===== src/rtl/rca_accum_ctrl.sv =====
// Serial batch accumulator: one rca_8bit folds each operand into the low byte and its carry into an upper counter.
// Optional shadow exact-sum checker enabled by defining RCA_ACCUM_EXACT_CHK_EN.

module full_adder_acc (
  input  logic a,
  input  logic b,
  input  logic cin,
  output logic s,
  output logic cout
);
  assign s    = a ^ b ^ cin;
  assign cout = (a & b) | (cin & (a ^ b));
endmodule

module rca_8bit (
  input  logic [7:0] a,
  input  logic [7:0] b,
  input  logic       cin,
  output logic [7:0] sum,
  output logic       cout
);
  logic [8:0] carry;

  assign carry[0] = cin;

  for (genvar i = 0; i < 8; i++) begin : g_cell
    full_adder_acc u_fa (
      .a    (a[i]),
      .b    (b[i]),
      .cin  (carry[i]),
      .s    (sum[i]),
      .cout (carry[i+1])
    );
  end

  assign cout = carry[8];
endmodule

module rca_accum_ctrl #(
  parameter  int NUM_OPS = 8,
  parameter  int ACC_W   = 11,
  localparam int CNT_W   = $clog2(NUM_OPS + 1)
) (
  input  logic             clk,
  input  logic             rst,
  input  logic             in_valid,
  output logic             in_ready,
  input  logic [7:0]       in_data,
  input  logic             in_last,
  output logic             out_valid,
  input  logic             out_ready,
  output logic [ACC_W-1:0] result,
`ifdef RCA_ACCUM_EXACT_CHK_EN
  output logic [ACC_W-1:0] exact_sum,
  output logic             mismatch,
`endif
  output logic [CNT_W-1:0] out_count
);
  localparam int HI_W = ACC_W - 8;
  localparam logic [CNT_W-1:0] LAST_CNT = CNT_W'(NUM_OPS - 1);

  typedef enum logic {
    ACCUM = 1'b0,
    DONE  = 1'b1
  } state_t;

  state_t state_p0, state_d;

  logic [ACC_W-1:0] acc_p0;
  logic [CNT_W-1:0] cnt_p0;

  logic [7:0] rca_sum;
  logic       rca_cout;
  logic       accept;
  logic       final_beat;
  logic       release_res;

  // Upper bits act as a wrapping carry counter; no saturation by design.
  function automatic logic [HI_W-1:0] fold_carry(input logic [HI_W-1:0] hi, input logic c);
    return hi + HI_W'(c);
  endfunction

  rca_8bit u_rca (
    .a    (acc_p0[7:0]),
    .b    (in_data),
    .cin  (1'b0),
    .sum  (rca_sum),
    .cout (rca_cout)
  );

  assign accept      = in_valid && in_ready;
  assign final_beat  = in_last || (cnt_p0 == LAST_CNT);
  assign release_res = out_valid && out_ready;

  always_comb begin
    state_d   = state_p0;
    in_ready  = 1'b0;
    out_valid = 1'b0;
    case (state_p0)
      ACCUM: begin
        in_ready = 1'b1;
        if (accept && final_beat) state_d = DONE;
      end
      DONE: begin
        out_valid = 1'b1;
        if (out_ready) state_d = ACCUM;
      end
      default: state_d = ACCUM;
    endcase
  end

  // Stage p0: accumulator, operand counter and state advance together.
  always_ff @(posedge clk) begin
    if (rst) begin
      state_p0 <= ACCUM;
      acc_p0   <= '0;
      cnt_p0   <= '0;
    end else begin
      state_p0 <= state_d;
      if (accept) begin
        acc_p0 <= {fold_carry(acc_p0[ACC_W-1:8], rca_cout), rca_sum};
        cnt_p0 <= cnt_p0 + CNT_W'(1);
      end else if (release_res) begin
        acc_p0 <= '0;
        cnt_p0 <= '0;
      end
    end
  end

  // In DONE the accumulator is frozen, so it doubles as the held result.
  assign result    = acc_p0;
  assign out_count = cnt_p0;

`ifdef RCA_ACCUM_EXACT_CHK_EN
  logic [ACC_W-1:0] exact_p0;

  always_ff @(posedge clk) begin
    if (rst) begin
      exact_p0 <= '0;
    end else if (accept) begin
      exact_p0 <= exact_p0 + ACC_W'(in_data);
    end else if (release_res) begin
      exact_p0 <= '0;
    end
  end

  assign exact_sum = exact_p0;
  assign mismatch  = out_valid && (result != exact_p0);
`endif

endmodule


===== config.mk =====
export PLATFORM = sky130hd
export DESIGN_NAME = rca_accum_ctrl
export DESIGN_NICKNAME = d
export VERILOG_FILES = /design/src/rtl/rca_accum_ctrl.sv
export SDC_FILE = /design/constraint.sdc
export NUM_CORES = 1
export LEC_CHECK = 0
export ABC_CLOCK_PERIOD_IN_PS = 8300
export CORE_AREA = 2 2 47 49
export CTS_CLUSTER_SIZE = 30
export DETAILED_ROUTE_END_ITERATION = 16
export DIE_AREA = 0 0 49 51
export PLACE_DENSITY = 0.81
export SYNTH_ARGS = -nofsm -noshare
export SYNTH_HDL_FRONTEND = slang
export SYNTH_SLANG_ARGS = --single-unit

===== constraint.sdc =====
create_clock -name clk -period 8.3 [get_ports clk]
set_clock_uncertainty 0.2 [all_clocks]
set_input_delay 1.66 -clock clk [delete_from_list [all_inputs] [get_ports clk]]
set_output_delay 1.66 -clock clk [all_outputs]
set_load 0.05 [all_outputs]

==> results.yml <==
worst_setup_path:
  cp_top_family: "adder cells"
  worstPathCellList: "clkdlybuf4s50_1 > ha_1 > inv_1 > fa_1 > fa_1 > fa_1 > inv_1 > fa_1 > fa_1 > fa_1 > inv_1 > fa_1 > inv_1 > ha_1 > ha_1 > a22oi_1 > nor2_1"
  cpPeakStageDelay_ns: 0.46
  critical_path.max_fanout: 1
  reg2regPathDepth: 16
  end_kind: "flip-flop"
  startpoint: "in_data[0]"
  crit_slowest_cell: "clkdlybuf4s50_1"
  cp_common_cell: "fa_1"
  worstSetupPathType: "primary input to flip-flop"
  timing.critical_path.buf_inv: 5
  worst_setup_path_start_kind: "primary input"
  cp.required_ns: 8.25
  r2r_setup_slack_ns: 4.61
  crit_arrival_ns: 5.10
  r2r_end: "result[9]$_SDFFE_PP0P_"
  regToRegStartpoint: "result[0]$_SDFFE_PP0P_"
clocking:
  cts_tree: "built"
  clock-sinks: 16
  cts_made_buffers: 3
  clk_latency_ns: 0.28
  htreeDepth: 1
  clk_pin_slew_ns: 0.09
  cts_buffer_depth: 2
  ctsResizeCount: 0
  cts_setup_buffers: 0
  cts_hold_buf: 0
  cts_root_buf: "clkbuf_4"
sta:
  hold_viol: 0
  tightest_slew_ns: 0.957
  setup_viol_count_final: 0
  clock.fmax_ghz: 0.194
  slew_viol_final: 0
  fin_setup_tns_ns: 0
  period_share_pct: 62.0
  layout_setup_ws_ns: 3.15
  max_slew_margin_pct: 34.4
  rsz0062_at_grt: "false"
  min_period_ns: 5.15
global_routing:
  grt_pass1_vias: 801
  grt.total_usage_pct: 16.0
  grt_max_degree: 17
  grt_overflow: 0
  grt_pass1_wl_microns: 3120
  antenna_found_initial: 0
placed_design:
  dpl_cell_area_sq_um: 1160
  placedCellCount: 142
  place_congestion: 0.741
  port-buffer-count: 29
  place_ws_ns: 2.83
  dpl.hpwl_microns: 1380
layout:
  stdcell_count: 145
  n_fill_cell: 197
  stdcell_area_sq_um: 1190
  syn2layout_area_growth_pct: 28.8
  diodes: 0
  drive_gt1_share_pct: 4.27
  most-common-layout-cells: "clkdlybuf4s50_1 (29), dfxtp_1 (16), inv_1 (13), nor2_1 (12)"
  finalCoreUtilization_pct: 57.5
  fin_nets: 143
  final_common_cell: "clkdlybuf4s50_1"
floorplan:
  core-area_sq_um: 2060
  row_count: 17
  dieArea_sq_um: 2500
  die_w_microns: 49
  io-pin-count: 30
  start_util_pct: 44.6
  dieHeight_microns: 51
power:
  p_leak_nw: 0.484
  internal_power_mw: 0.128
  powerDensity_nw_per_um2: 165
  pwr-share-comb_pct: 34.9
  seq_power_share_pct: 45.0
  sw_frac_of_total_pct: 34.7
  ir_drop_mv: 0.117
  power_switching_mw: 0.0679
  power_frac_clock_pct: 20.2
hold_path:
  hold_start: "result[10]$_SDFFE_PP0P_"
  hold_class: "flip-flop to flip-flop"
  holdPathStages: 1
  min_to: "result[10]$_SDFFE_PP0P_"
synth:
  syn_area_sq_um: 921
  synth-seq-cells: 16
  synthMuxAreaShare_pct: 2.17
  synth_area_leaders: "dfxtp_1 (35%), fa_1 (15%), buf_4 (8.2%), a22oi_1 (5.7%), ha_1 (5.4%)"
  synth_area_leader_cell: "dfxtp_1"
  avgSynthCellArea_sq_um: 9.49
  synth_compound_area_share_pct: 15.5
  synthCells: 97
  synth_top_family_by_area: "adder cells"
  yosysSeqAreaShare_pct: 34.8
  synthXorXnorAreaFrac_pct: 0
  synth_nets: 121
  synth_fa_ha_area_share_pct: 20.7
  synth_warnings: 0
  synth_top_area_share_pct: 34.8
  synth_simple_gate_area_share_pct: 12.6
  synth_cell_types: 24
detailed_routing:
  ant_nets: 0
  wl_microns: 1780
  viasPerCell: 5.07
  dr.first_iter.drc_count: 9
  num_vias: 735
  first_pass_iters: 4
  drc: 0
  post_drt_wl_per_cell_microns: 12.3
flow_run:
  cap_viol_max_count: 0
run_status:
  run_status: "finished clean"
==> sequential cells by signal, indices dropped and copies added (netlist names) <==
| name | count |
|---|---|
| out_count | 4 |
| state_p0 | 1 |
| result | 11 |
==> power by group through the flow <==
stage	Sequential [mW]	Clock [mW]	Combinational, mW
after floorplan	0.0935	0	0.0476
after global placement	0.0894	0	0.0664
after detailed placement	0.0897	0	0.0688
after CTS	0.0881	0.0406	0.0688
after global routing	0.0891	0.0450	0.0737
final	0.0879	0.0394	0.0682
==> stage by stage <==
stage               hold slack (ns)  power [mW]
floorplan                     0.279       0.141
global placement              0.265       0.156
detailed placement            0.280       0.158
CTS                           0.293       0.198
global route                  0.335       0.208
finish                        0.295       0.196
==> cells in the mapped netlist (all sizes together) <==
cell,number
ha,4
a31oi,2
inv,13
dfxtp,16
clkbuf,2
a21oi,2
nor2b,2
nand2b,1
mux2i,2
fa,7
nand4,1
nor2,12
o21ai,1
buf,10
or2b,1
and3b,1
a2bb2oi,4
nand2,5
or3,1
a311oi,2
nand3,1
a22oi,7
==> how the worst max path moves through the flow <==
stage | end | slack [ns] | depth (start not counted)
2_1_floorplan | result[9]$_SDFFE_PP0P_ | 3.51 | 16
3_3_place_gp | result[9]$_SDFFE_PP0P_ | 2.91 | 17
3_5_place_dp | result[9]$_SDFFE_PP0P_ | 2.83 | 17
4_1_cts | result[9]$_SDFFE_PP0P_ | 3.12 | 17
5_1_grt | result[10]$_SDFFE_PP0P_ | 2.95 | 17
6_report | result[9]$_SDFFE_PP0P_ | 3.15 | 17
==> kinds of logic after synthesis <==
group / after synthesis
and+or+nand+nor: 25
muxes: 2
buffers and inverters: 25
adders and majority gates: 11
DFF: 16
AOI/OAI and AO/OA: 18
==> area by class of cell <==
type                            instances  area (sq um)  share of cell area, %
Multi-Input combinational cell         56           469                   39.6
Sequential cell                        16           320                   27.0
Tap cell                               28          35.0                   2.95
Inverter                               13          48.8                   4.11
Clock buffer                            3          22.5                   1.90
Timing Repair Buffer                   29           290                   24.5
==> routing by layer <==
layer,vias up,global-route usage (%),part of all wire [%]
li1,355,-,-
met5,-,0,0
met2,18,30.1,52
met1,358,17.7,43
met3,4,3.22,3.3
met4,0,6.19,1.6
(Power assumes the default switching activity.)
